**src/rtl/dmac_xfer_engine.sv**
```systemverilog
// Single-channel DMA beat engine: one AHB read into a word buffer, then one AHB write, repeated count times.
// Outputs decode from the registered state and context; bus errors abort to IDLE with sticky err and irq.
module dmac_xfer_engine (
    input  logic        clk,
    input  logic        rst,
    input  logic        Channel_en_1,
    input  logic        Channel_en_2,
    input  logic        con_sel,
    input  logic        Bus_Grant,
    input  logic        cfg_load,
    input  logic [31:0] cfg_src,
    input  logic [31:0] cfg_dst,
    input  logic [15:0] cfg_count,
    input  logic [1:0]  cfg_size,
    input  logic        cfg_src_inc,
    input  logic        cfg_dst_inc,
    input  logic [31:0] HRData,
    input  logic        HReady,
    input  logic        HResp,
    output logic [31:0] HAddr,
    output logic [1:0]  HTrans,
    output logic        HWrite,
    output logic [2:0]  HSize,
    output logic [31:0] HWData,
    output logic        irq,
    output logic        con_new_sel,
    output logic        err
);
    typedef enum logic [2:0] {IDLE, RD_ADDR, RD_DATA, WR_ADDR, WR_DATA, DONE} state_t;

    state_t      state, state_nxt;
    logic [31:0] src_addr, dst_addr, buffer;
    logic [15:0] count;
    logic [1:0]  size;
    logic        src_inc, dst_inc;
    logic        zero_pend;
    logic        start;
    logic [31:0] step;

    assign HSize = (size == 2'd3) ? 3'b010 : {1'b0, size};
    assign step  = 32'd1 << HSize;
    assign start = (Channel_en_1 | Channel_en_2) && Bus_Grant && (count != 16'd0)
                   && !irq && !cfg_load;

    always_comb begin
        state_nxt = state;
        case (state)
            IDLE: begin
                // A zero-length load completes without touching the bus.
                if (!cfg_load && zero_pend) state_nxt = DONE;
                else if (start)             state_nxt = RD_ADDR;
            end
            RD_ADDR: if (HReady) state_nxt = RD_DATA;
            RD_DATA: begin
                if (HResp)       state_nxt = IDLE;
                else if (HReady) state_nxt = WR_ADDR;
            end
            WR_ADDR: if (HReady) state_nxt = WR_DATA;
            WR_DATA: begin
                if (HResp)                    state_nxt = IDLE;
                else if (HReady) begin
                    if (count == 16'd1)       state_nxt = DONE;
                    else if (Bus_Grant)       state_nxt = RD_ADDR;
                    else                      state_nxt = IDLE;
                end
            end
            DONE:    state_nxt = IDLE;
            default: state_nxt = IDLE;
        endcase
    end

    always_comb begin
        HTrans = 2'b00;
        HWrite = 1'b0;
        HAddr  = 32'd0;
        HWData = 32'd0;
        case (state)
            RD_ADDR: begin
                HTrans = 2'b10;
                HAddr  = src_addr;
            end
            WR_ADDR: begin
                HTrans = 2'b10;
                HWrite = 1'b1;
                HAddr  = dst_addr;
            end
            WR_DATA: HWData = buffer;
            default: ;
        endcase
    end

    always_ff @(posedge clk) begin
        if (rst) begin
            state       <= IDLE;
            src_addr    <= 32'd0;
            dst_addr    <= 32'd0;
            buffer      <= 32'd0;
            count       <= 16'd0;
            size        <= 2'd0;
            src_inc     <= 1'b0;
            dst_inc     <= 1'b0;
            zero_pend   <= 1'b0;
            irq         <= 1'b0;
            err         <= 1'b0;
            con_new_sel <= 1'b0;
        end else begin
            state <= state_nxt;
            case (state)
                IDLE: if (cfg_load) begin
                    src_addr    <= cfg_src;
                    dst_addr    <= cfg_dst;
                    count       <= cfg_count;
                    size        <= cfg_size;
                    src_inc     <= cfg_src_inc;
                    dst_inc     <= cfg_dst_inc;
                    con_new_sel <= con_sel;
                    zero_pend   <= (cfg_count == 16'd0);
                    irq         <= 1'b0;
                    err         <= 1'b0;
                end
                RD_DATA: begin
                    if (HResp) begin
                        err <= 1'b1;
                        irq <= 1'b1;
                    end else if (HReady) begin
                        buffer <= HRData;
                    end
                end
                WR_DATA: begin
                    if (HResp) begin
                        err <= 1'b1;
                        irq <= 1'b1;
                    end else if (HReady) begin
                        count <= count - 16'd1;
                        if (src_inc) src_addr <= src_addr + step;
                        if (dst_inc) dst_addr <= dst_addr + step;
                    end
                end
                DONE: begin
                    irq       <= 1'b1;
                    zero_pend <= 1'b0;
                end
                default: ;
            endcase
        end
    end
endmodule
```
**config.mk**
```make
export PLATFORM = sky130hd
export DESIGN_NAME = dmac_xfer_engine
export DESIGN_NICKNAME = d
export VERILOG_FILES = /design/src/rtl/dmac_xfer_engine.sv
export SDC_FILE = /design/constraint.sdc
export NUM_CORES = 1
export LEC_CHECK = 0
export ABC_AREA = 1
export CAP_MARGIN = 10
export CORE_MARGIN = 1
export CORE_UTILIZATION = 65
export CTS_CLUSTER_DIAMETER = 200
export DETAILED_ROUTE_END_ITERATION = 10
export DONT_BUFFER_PORTS = 1
export PLACE_DENSITY = 0.81
export SYNTH_ARGS = -nofsm -noshare
export SYNTH_HDL_FRONTEND = slang
export SYNTH_SLANG_ARGS = --single-unit
```
**constraint.sdc**
```tcl
create_clock -name clk -period 2.7 [get_ports clk]
set_input_delay 0.135 -clock clk [delete_from_list [all_inputs] [get_ports clk]]
set_output_delay 0.135 -clock clk [all_outputs]
set_load 0.005 [all_outputs]
```
# Word-level counts from Yosys, hierarchy flattened
# Cells that the tools add are included.
dict set report word_totals {
  regBits 123
  in_bits 125
  output_inout_bits 73
  word_cells 97
}
dict set report op_classes {
  addsub 3
  eq_ne 18
  n_shift 1
  n_mux 36
  bitwise 2
  n_reduce_logical 25
}
# op n
set op_table {}
lappend op_table {{32-bit 2-to-1 mux} 9}
lappend op_table {{32-bit case mux with 2 select lines} 3}
lappend op_table {{32-bit adder} 2}
lappend op_table {{16-bit 2-to-1 mux} 3}
lappend op_table {{16-bit case mux with 2 select lines} 1}
lappend op_table {{1-bit by 2-bit << shifter with 32-bit output, first input constant} 1}
lappend op_table {{3-bit 2-to-1 mux} 9}
lappend op_table {{16-bit by 1-bit == test with 1-bit output, second input constant} 1}
lappend op_table {{16-bit logical NOT} 1}
lappend op_table {{16-bit nonzero test} 1}
lappend op_table {{16-bit by 1-bit subtractor with 16-bit output, second input constant} 1}
lappend op_table {{3-bit case mux with 5 select lines} 1}
lappend op_table {{5-bit AND reduction} 3}
lappend op_table {{2-bit inequality test, second input constant} 7}
lappend op_table {{3-bit inequality test, second input constant} 3}
lappend op_table {{3-bit AND reduction} 3}
lappend op_table {{3-bit by 2-bit == test with 1-bit output, second input constant} 2}
lappend op_table {{3-bit == test, second input constant} 2}
lappend op_table {{2-bit nonzero test} 3}
lappend op_table {{1-bit logical AND} 5}
lappend op_table {{1-bit 2-to-1 mux} 5}
lappend op_table {{2-bit 2-to-1 mux} 2}
lappend op_table {{1-bit case mux with 2 select lines} 2}
lappend op_table {{2-bit AND reduction} 2}
lappend op_table {{other kinds (11)} 13}

# Longest topological paths before layout
# Gate-level depths: netlist of the first run.
dict set report logic_depth {
  depth_word 8
  depth_mapped 16
  ltp_nobuf 14
}

# Worst setup path after synthesis of the first run
# OpenSTA, ideal clock, no wires.
dict set report synth_timing {
  kind {register -> register}
  start {reg size[1]}
  end {reg src_addr[30]}
  t_arrival_ps 1941
  required_time_ps 2568
  path_slack_ps 627
  path_stages_with_launch 15
  n_path_buf 2
  period_less_slack_ps 2073
  path_cell_list {dfxtp_1 -> buf_6 -> nor2_1 -> ha_1 -> inv_1 -> fa_1 -> inv_1 -> nand4_1 -> nand2_1 -> buf_4 -> nand3_2 -> o21ai_0 -> nand3_1 -> nand2_1 -> a21oi_1}
}
dict set report synth_between {
  elab_chain_len 8
}
# item line_no
set synth_lines {}
lappend synth_lines {{from (decl)} 34} ;# logic [1:0] size;
lappend synth_lines {{from (signal assigned)} 113} ;# size <= cfg_size;
lappend synth_lines {{2-bit == test} 40} ;# assign HSize = (size == 2'd3) ? 3'b010 : {1'b0, size};
lappend synth_lines {{2-bit 2-to-1 mux *} 40}
lappend synth_lines {{1-bit by 2-bit << shifter with 32-bit output *} 41} ;# assign step = 32'd1 << HSize;
lappend synth_lines {{32-bit adder *} 135} ;# if (src_inc) src_addr <= src_addr + step;
lappend synth_lines {{32-bit 2-to-1 mux *} 135}
lappend synth_lines {{32-bit 2-to-1 mux *} 133} ;# end else if (HReady) begin
lappend synth_lines {{32-bit 2-to-1 mux *} 130} ;# if (HResp) begin
lappend synth_lines {{32-bit case mux with 2 select lines *} 108} ;# case (state)
lappend synth_lines {{to (signal assigned)} 110} ;# src_addr <= cfg_src;
lappend synth_lines {{to (signal assigned)} 135}
lappend synth_lines {{to (decl)} 32} ;# logic [31:0] src_addr, dst_addr, buffer;
# Every way passes the cells marked *; elsewhere a longest branch is shown, timed or not. The select of a mux whose other input is x is not followed.
# A chain may end at the register's enable or synchronous reset.

# Final worst setup path of the first run
dict set report layout_timing {
  start {reg state[0]}
  end {out HAddr[16]}
}
dict set report layout_between {
  elab_chain_len 2
}
# item line_no
set layout_lines {}
lappend layout_lines {{from (decl)} 31} ;# state_t state, state_nxt;
lappend layout_lines {{from (signal assigned)} 107} ;# state <= state_nxt;
lappend layout_lines {{3-bit by 2-bit == test with 1-bit output or 3-bit by 1-bit == test with 1-bit output (tied branches)} 77} ;# case (state)
lappend layout_lines {{32-bit case mux with 2 select lines *} 77}
lappend layout_lines {{to (decl)} 20} ;# output logic [31:0] HAddr,
# Every way passes the cells marked *; elsewhere a longest branch is shown, timed or not.

==> results.toml, run 1 <==
[placed_design]
hpwl_um = 18500
place_congestion = 0.980
port_buffers = 0
place_inst = 1535

[sta]
drv_slew = 0
fmax_mhz = 365
finalSetupViolCount = 10
final_hold_viol_count = 1
setup_slack_ns = -0.0388
slew_headroom_pct = 48.1
post-route-min-period_ns = 2.74
fin_worst_skew_ns = 0.0160
tightest_slew_ns = 0.773
holdWs_ns = -0.00478
rsz0062_at_grt = "true"
finalCritPeriodShare_pct = 101
setup_tns_ns = -0.139

[power]
p_per_area_nw_per_um2 = 942
p_leak_nw = 3.80
design_power_total_w = 0.00944
peakVddDrop_uv = 760

[yosys]
syn_area_um2 = 8390
ys_ff_latch = 123
ys_async_sr_fraction_pct = 0
yosys_warnings = 0
yosysTopAreaCell = "dfxtp_1"
synthTopCellsByArea = "dfxtp_1 (29%), nand2_1 (15%), nor2_1 (10%), a21oi_1 (7.3%), inv_1 (7.2%)"
yosys-top-cells-count = "nand2_1 (335), nor2_1 (233), inv_1 (160)"
seq_area_frac_synth_pct = 29.4
syn_area_per_cell_um2 = 5.95
synth_ff_type = "dfxtp_1"
synth_edf_count = 0
synthMostInstantiatedCell = "nand2_1"
netlist_instances = 1410
yosysTopAreaCellShare_pct = 29.4
synth_cell_type_count = 36

[setup_path]
regToRegStartpoint = "state[1]"
critPathTopFamily = "buffers and inverters"
cp_max_fo = 15
crit_path_start_kind = "flop"
slowest_delay_ns = 0.50
end_kind = "output port"
rrSetupSlack_ns = 0.14
arrival_ns = 2.60
reg2regPathDepth = 8
critical_path_class = "reg2out"
cp_slowest_cell = "dfxtp_1"
path_cells = "inv_1, nor2_1, inv_1, nor2_1, buf_4, clkinvlp_4, o22ai_1"
crit_buf_inv = 4
critical_path_required_ns = 2.57
regToRegEndpoint = "count[8]"

[detailed_routing]
drt_iter0_drc = 1324
routed_wirelength_um = 30300
vias_per_cell = 6.14
route.antenna.remaining_nets = 0
drt_first_pass_iters = 6
wl_per_cell_um = 18.3
dr_total_vias = 10200
drc_errors = 0

[global_routing]
grt_pass1_wl_um = 47200
track_usage_pct = 45.4
antenna_found_initial = 0
overflow = 0
grt_max_degree = 68
grt_pass1_vias = 9407

[flow_run]
maxCapViolCount = 0

[worst_hold_path]
min_delay_path_depth = 4
min_path_type = "in2reg"
min_from = "cfg_count[6]"
holdPathEnd = "count[6]"

[floorplan]
start_util_pct = 66.5
core_um2 = 12600
ioPinCount = 198
die-height_um = 116
die-area_um2 = 13400
placement_rows = 41
die_w_um = 116

[clock_tree]
cts_tree = "yes"
clock-root-buffer = "clkbuf_16"
clk_transition_reported_paths_ns = 0.07
clk_path_buf_depth = 2
cts-htree-levels = 4
clock_sinks = 123
cts_buffers = 17
clk-insertion-delay-late_ns = 0.44

[finish]
fillers = 934
nets = 1612
syn_to_final_growth_pct = 19.5
drive_gt1_share_pct = 5.91
instances_no_fill = 1661
diodes = 0

[outcome]
status = "finished with violations"
violations = "negative hold slack, negative setup slack"
final cells by class:
type                    count  area (um^2)  share of cell area, %
multi-input cells        1057         4980                   49.7
flip-flops and latches    123         2460                   24.6
repair buffers            110         1140                   11.3
inverters                 166          629                   6.28
clock buffers              17          425                   4.24
well taps                 172          215                   2.15
clock inverters            15          165                   1.65
repair inverters            1         7.51                 0.0749
worst register-to-register path: cells and delay by family (launching register included):
| kind | cells | cell delay, ns |
|---|---|---|
| compound gates | 3 | 0.67 |
| buf+inv | 2 | 0.83 |
| flops | 1 | 0.50 |
| simple gates | 3 | 0.46 |
power breakdown:
part	leakage (nW)	switching [W]	internal, W
combinational	2.50	0.00281	0.00135
sequential	1.01	0.000604	0.00231
clock	0.287	0.00104	0.00132
total	3.80	0.00446	0.00498
flip-flops by register name, summed over array words and instances (netlist names):
name,count
state,3
con_new_sel,1
zero_pend,1
buffer,32
irq,1
err,1
count,16
src_addr,32
dst_inc,1
src_inc,1
dst_addr,32
size,2
stage by stage:
step	util (%)	worst slack (ns)	hold slack, ns	area, um^2
floorplan	-	0.627	0.270	8400
global placement	66.8	0.314	0.213	8440
detailed placement	66.8	0.249	0.213	8440
CTS	79.0	0.0224	0.0000224	9960
global route	79.4	-0.0254	0.0243	10000
finish	79.4	-0.0388	-0.00478	10000
per-layer routing:
| layer | vias up | share of wire [%] | track usage (%) | wire length [um] |
|---|---|---|---|---|
| met1 | 4575 | 37 | 54.2 | 11200 |
| li1 | 4718 | - | - | - |
| met3 | 171 | 13 | 14.9 | 3830 |
| met4 | 0 | 5.5 | 25.0 | 1650 |
| met2 | 729 | 45 | 72.1 | 13700 |
| met5 | - | 0 | 0.741 | 0 |
cell families (layout without fill, tap and decap cells):
logic type                 after synthesis  count (layout)  synth area share [%]
AOI/OAI and AO/OA                      280             280                  18.1
xor gates and xnor gates                12              12                  1.25
adders and majority gates               11              11                  1.82
buffers and inverters                  233             309                  11.7
DFF                                    123             123                  29.4
other                                    1               4                0.0447
and+or+nand+nor                        750             750                  37.7
placed cells by master (no fill, tap or decap), types with 6 or more instances in the layout:
cell           instances
ha_1                   9
o21ai_2                6
o211ai_1              10
o21ai_0               99
o22ai_1               21
nand3_1              110
clkbuf_16             17
nor2_4                 6
nand2_1              334
a21oi_1              123
inv_6                  6
dfxtp_1              123
inv_1                158
nor2_1               233
dlygate4sd3_1         91
nand4_1               31
xor2_1                 9
inv_8                  6
inv_2                  6
nor3_1                17
buf_4                 13
repair_timing:
item / CTS / global route
hold buffers: 92 / 0
gates resized for setup: 0 / 15
hold endpoints to repair: 118 / 0
endpoints found under the setup margin: 0 / 36
setup buffers: 0 / 1
worst max-delay path by stage:
stage              from            to  slack, ns  depth (start not counted)
2_1_floorplan   size[1]  src_addr[30]       0.63                         14
3_3_place_gp    size[1]   dst_addr[8]       0.31                         12
3_5_place_dp    size[1]   dst_addr[8]       0.25                         12
4_1_cts        state[0]     HAddr[10]       0.02                          7
5_1_grt        state[0]     HAddr[16]      -0.03                          7
6_report       state[0]     HAddr[16]      -0.04                          7
Note: power is estimated with default switching activity, not from simulation.
==> run 2, diff against run 1 <==
Clock period 2.7 ns to 3.43 ns, I/O delays scaled along.
==> run 2 against run 1 <==
  * The flow finishes with violations (negative hold slack)
  * Sequential cell count unchanged
  * Count of clock-buffer cells in the layout increased by 2
  * Worst hold slack about the same
  * Register-to-register slack improved by 0.54 ns
==> results.toml, run 2 (synthesized netlist as in run 1, its figures left out) <==
[outcome]
status = "finished with violations"
violations = "negative hold slack"

[floorplan]
placement_rows = 41
start_util_pct = 66.5
core_um2 = 12600
die-area_um2 = 13400
die_w_um = 116
ioPinCount = 198
die-height_um = 116

[detailed_routing]
vias_per_cell = 6.15
route.antenna.remaining_nets = 0
wl_per_cell_um = 18.2
drt_iter0_drc = 1306
routed_wirelength_um = 29500
dr_total_vias = 9962
drt_first_pass_iters = 9
drc_errors = 0

[power]
p_per_area_nw_per_um2 = 735
p_leak_nw = 3.57
peakVddDrop_uv = 620

[sta]
drv_slew = 0
finalCritPeriodShare_pct = 82.8
fin_worst_skew_ns = 0.0156
fmax_mhz = 352
holdWs_ns = -0.00476
slew_headroom_pct = 35.4
rsz0062_at_grt = "false"
final_hold_viol_count = 1
finalSetupViolCount = 0
tightest_slew_ns = 0.968
setup_tns_ns = 0
post-route-min-period_ns = 2.84

[global_routing]
grt_max_degree = 66
overflow = 0
track_usage_pct = 44.2
grt_pass1_wl_um = 45800
antenna_found_initial = 1
grt_pass1_vias = 9127

[setup_path]
slowest_delay_ns = 0.55
end_kind = "output port"
critical_path_required_ns = 3.26
path_cells = "inv_1, nor2_1, inv_1, nor2_1, inv_1, o22ai_1"
cpMostUsedCell = "inv_1"
crit_path_start_kind = "flop"
cp_slowest_cell = "o22ai_1"
critical_path_class = "reg2out"
arrival_ns = 2.67
cp_max_fo = 30

[placed_design]
hpwl_um = 18500
port_buffers = 0
placed_cell_area_um2 = 8320
place_congestion = 0.949

[finish]
layout_common_cells = "nand2_1 (335), nor2_1 (233), inv_1 (159), a21oi_1 (123), dfxtp_1 (123)"
fillers = 1035
syn_to_final_growth_pct = 13.3
nets = 1569
layout_commonest_cell = "nand2_1"
drive_gt1_share_pct = 4.63
post-route-cell-area_um2 = 9510
reg.largest.list = "buffer (32), dst_addr (32), src_addr (32)"

[clock_tree]
clk_transition_reported_paths_ns = 0.06
clock_sinks = 123
cts_resized = 0
clock-root-buffer = "clkbuf_16"
cts-htree-levels = 4
cts_tree = "yes"
clk_path_buf_depth = 2
clk-insertion-delay-late_ns = 0.43
cts_buffers = 17

[flow_run]
maxCapViolCount = 0

[worst_hold_path]
min_path_type = "in2reg"
## run 2: cell types whose count changed in the layout (fill, tap and decap cells not counted), moves of 4 or more
cell	delta
dlygate4sd3_1	-30
buf_4	-8
o21ai_0	+7
inv_8	-6
o21ai_1	-5
buf_12	-4
clkinv_4	+4
## run 2: final cells by class
type	instances	area, um^2	share of cell area (%)
Antenna cell	1	2.50	0.0263
Clock buffer	19	443	4.66
Clock inverter	13	108	1.13
Inverter	166	626	6.58
Multi-Input combinational cell	1057	4950	52.1
Sequential cell	123	2460	25.9
Tap cell	172	215	2.26
Timing Repair Buffer	68	696	7.32
## run 2: final timing paths
check	start	endpoint	slack [ns]	depth (start not counted)
hold / removal	cfg_src[23]	src_addr[23]	-0.005	2
setup reg to reg	size[1]	src_addr[16]	0.68	14
setup / recovery	state[0]	HAddr[18]	0.59	6
hold reg to reg	count[15]	count[15]	0.47	2
## run 2: power by group
part / leakage, nW / internal [W] / switching, W
Sequential: 1.01 / 0.00182 / 0.000464
Clock: 0.266 / 0.000959 / 0.000770
Combinational: 2.30 / 0.000899 / 0.00208
Total: 3.57 / 0.00368 / 0.00331
## run 2: timing repair
action	CTS	global route
buffers inserted	0	0
hold buffers	62	0
endpoints found under the hold margin	113	0
## run 2: stage by stage
stage                     utilization [%]  setup WS [ns]  hold slack [ns]  total power [W]  std cells
after floorplan                         -           1.36            0.306          0.00447       1413
after global placement               65.9          0.901            0.249          0.00496       1524
after detailed placement             65.9          0.800            0.251          0.00501       1524
after CTS                            75.3          0.747          0.00357          0.00677       1618
after global routing                 75.3          0.381           0.0208          0.00740       1619
final                                75.3          0.592         -0.00476          0.00699       1619
## run 2: critical path: cells and delay by family (launching register included)
kind	cells	cell delay (ns)
AOI/OAI and AO/OA	1	0.55
DFF	1	0.45
buffers and inverters	3	0.72
and+or+nand+nor	2	0.51
## run 2: routing by layer
metal	GRT usage, %	up-vias	share of wire (%)
li1	-	4620	-
met1	53.5	4522	38
met2	71.4	699	45
met3	14.3	121	13
met4	20.3	0	3.9
met5	0	-	0
==> run 3, diff against run 2 <==
Clock period 3.43 ns to 2.9 ns, I/O delays scaled along.
==> run 3 against run 2 <==
  * The run still ends with negative hold slack left
  * Clock skew fell by 0.0014 ns
  * Highest routed layer unchanged
  * Die area did not move
  * First-iteration DRC count rose by 2.8%
  * Combinational power rose by 25%
  * Clock power rose by 29%
  * Register-to-register slack got worse by 0.33 ns
==> results.toml, run 3 (synthesized netlist as in run 1, its figures left out) <==
[outcome]
status = "finished with violations"
violations = "negative hold slack"

[floorplan]
ioPinCount = 198
core_um2 = 12600
placement_rows = 41
die_w_um = 116
start_util_pct = 66.5
die-height_um = 116
die-area_um2 = 13400

[clock_tree]
postCtsSetupRepairBufs = 0
clk_path_buf_depth = 2
clock-root-buffer = "clkbuf_16"
cts_tree = "yes"
clk_transition_reported_paths_ns = 0.06
clock_sinks = 123
clk-insertion-delay-late_ns = 0.45
cts_buffers = 17
cts-htree-levels = 4

[sta]
fin_worst_skew_ns = 0.0142
fmax_mhz = 368
drv_slew = 0
tightest_slew_ns = 0.908
post-route-min-period_ns = 2.72
slew_headroom_pct = 39.4
final_hold_viol_count = 2
finalSetupViolCount = 0
finalCritPeriodShare_pct = 93.8
setup_tns_ns = 0
rsz0062_at_grt = "false"
holdWs_ns = -0.00105

[worst_hold_path]
min_path_type = "in2reg"
min_delay_path_depth = 4
min_from = "cfg_dst[27]"
holdPathEnd = "dst_addr[27]"

[finish]
layout_common_cells = "nand2_1 (335), nor2_1 (233), inv_1 (159), a21oi_1 (123), dfxtp_1 (123)"
nets = 1601
diodes = 0
drive_gt1_share_pct = 5.01
reg.largest.list = "buffer (32), dst_addr (32), src_addr (32)"
syn_to_final_growth_pct = 17.7
layout_commonest_cell = "nand2_1"
instances_no_fill = 1650
post-route-cell-area_um2 = 9880

[setup_path]
end_kind = "output port"
critical_path_class = "reg2out"
cp_slowest_cell = "dfxtp_1"
reg2regPathDepth = 13
arrival_ns = 2.57
path_cells = "inv_1, nor2_1, inv_1, nor2_1, inv_1, buf_4, o21ai_1"
regToRegStartpoint = "size[1]"
cp_max_fo = 27
regToRegEndpoint = "src_addr[12]"
rrSetupSlack_ns = 0.35
critical_path_required_ns = 2.76
crit_path_start_kind = "flop"
cpMostUsedCell = "inv_1"
slowest_delay_ns = 0.46

[detailed_routing]
drt_iter0_drc = 1343
drt_first_pass_iters = 6
route.antenna.remaining_nets = 0
routed_wirelength_um = 30400
vias_per_cell = 6.14
wl_per_cell_um = 18.4
drc_errors = 0
dr_total_vias = 10100

[global_routing]
grt_max_degree = 66
grt_use_met3_pct = 14.4
globalRoute.busiestLayer = "met2"
track_usage_pct = 45.5
overflow = 0
gr-usage-met1_pct = 54.0
met2_usage_pct = 72.9
grt_pass1_vias = 9340
grt_pass1_wl_um = 46700
antenna_found_initial = 0

[power]
clkPwrFrac_pct = 25.7
internal_power_w = 0.00453
p_per_area_nw_per_um2 = 875
peakVddDrop_uv = 668
p_sw_share_pct = 47.6
p_leak_nw = 3.74
p_comb_share_pct = 43.0
design_power_total_w = 0.00865
net-switching-power_w = 0.00411
power_frac_seq_pct = 31.3

[placed_design]
hpwl_um = 18500
place_congestion = 0.987
port_buffers = 0
placed_cell_area_um2 = 8390
place_inst = 1530

[flow_run]
maxCapViolCount = 0
-- run 3: metal layers --
metal / wire length [um] / part of all wire (%)
met3: 3650 / 12
met2: 13500 / 45
met1: 11600 / 38
met5: 0 / 0
met4: 1570 / 5.2
-- run 3: what timing repair did --
action,in CTS,in global routing
gates resized for setup,0,4
endpoints found under the hold margin,117,0
setup endpoints to repair,0,4
hold buffers,88,0
-- run 3: worst max-delay path by stage --
stage	startpoint	cells past startpoint	end	slack, ns
2_1_floorplan	size[1]	14	src_addr[30]	0.83
3_3_place_gp	size[1]	12	dst_addr[8]	0.54
3_5_place_dp	size[1]	12	dst_addr[8]	0.47
4_1_cts	state[0]	7	HAddr[9]	0.22
5_1_grt	size[1]	13	src_addr[12]	0.06
6_report	state[0]	7	HAddr[9]	0.18
-- run 3: through the flow --
step,utilization (%),setup slack [ns]
after global placement,66.4,0.539
final,78.3,0.181
after CTS,78.3,0.224
after global routing,78.3,0.0645
after detailed placement,66.4,0.468
after floorplan,-,0.827
-- run 3: critical path: cells and delay by family (launching register included) --
kind	cells	cell delay (ns)
buffers and inverters	4	0.71
and+or+nand+nor	2	0.59
DFF	1	0.46
AOI/OAI and AO/OA	1	0.37
-- run 3: layout make-up --
class                   count  area, um^2
clock buffers              17         425
well taps                 172         215
flip-flops and latches    123        2460
multi-input cells        1057        4950
clock inverters            15         169
repair buffers            100        1030
inverters                 166         626
fillers                   926        2740
-- run 3: power groups by stage --
stage               logic [W]  clock network, W  registers, W
floorplan             0.00277                 0       0.00252
global placement      0.00326                 0       0.00269
detailed placement    0.00332                 0       0.00270
CTS                   0.00346           0.00219       0.00267
global route          0.00407           0.00227       0.00276
finish                0.00372           0.00223       0.00271
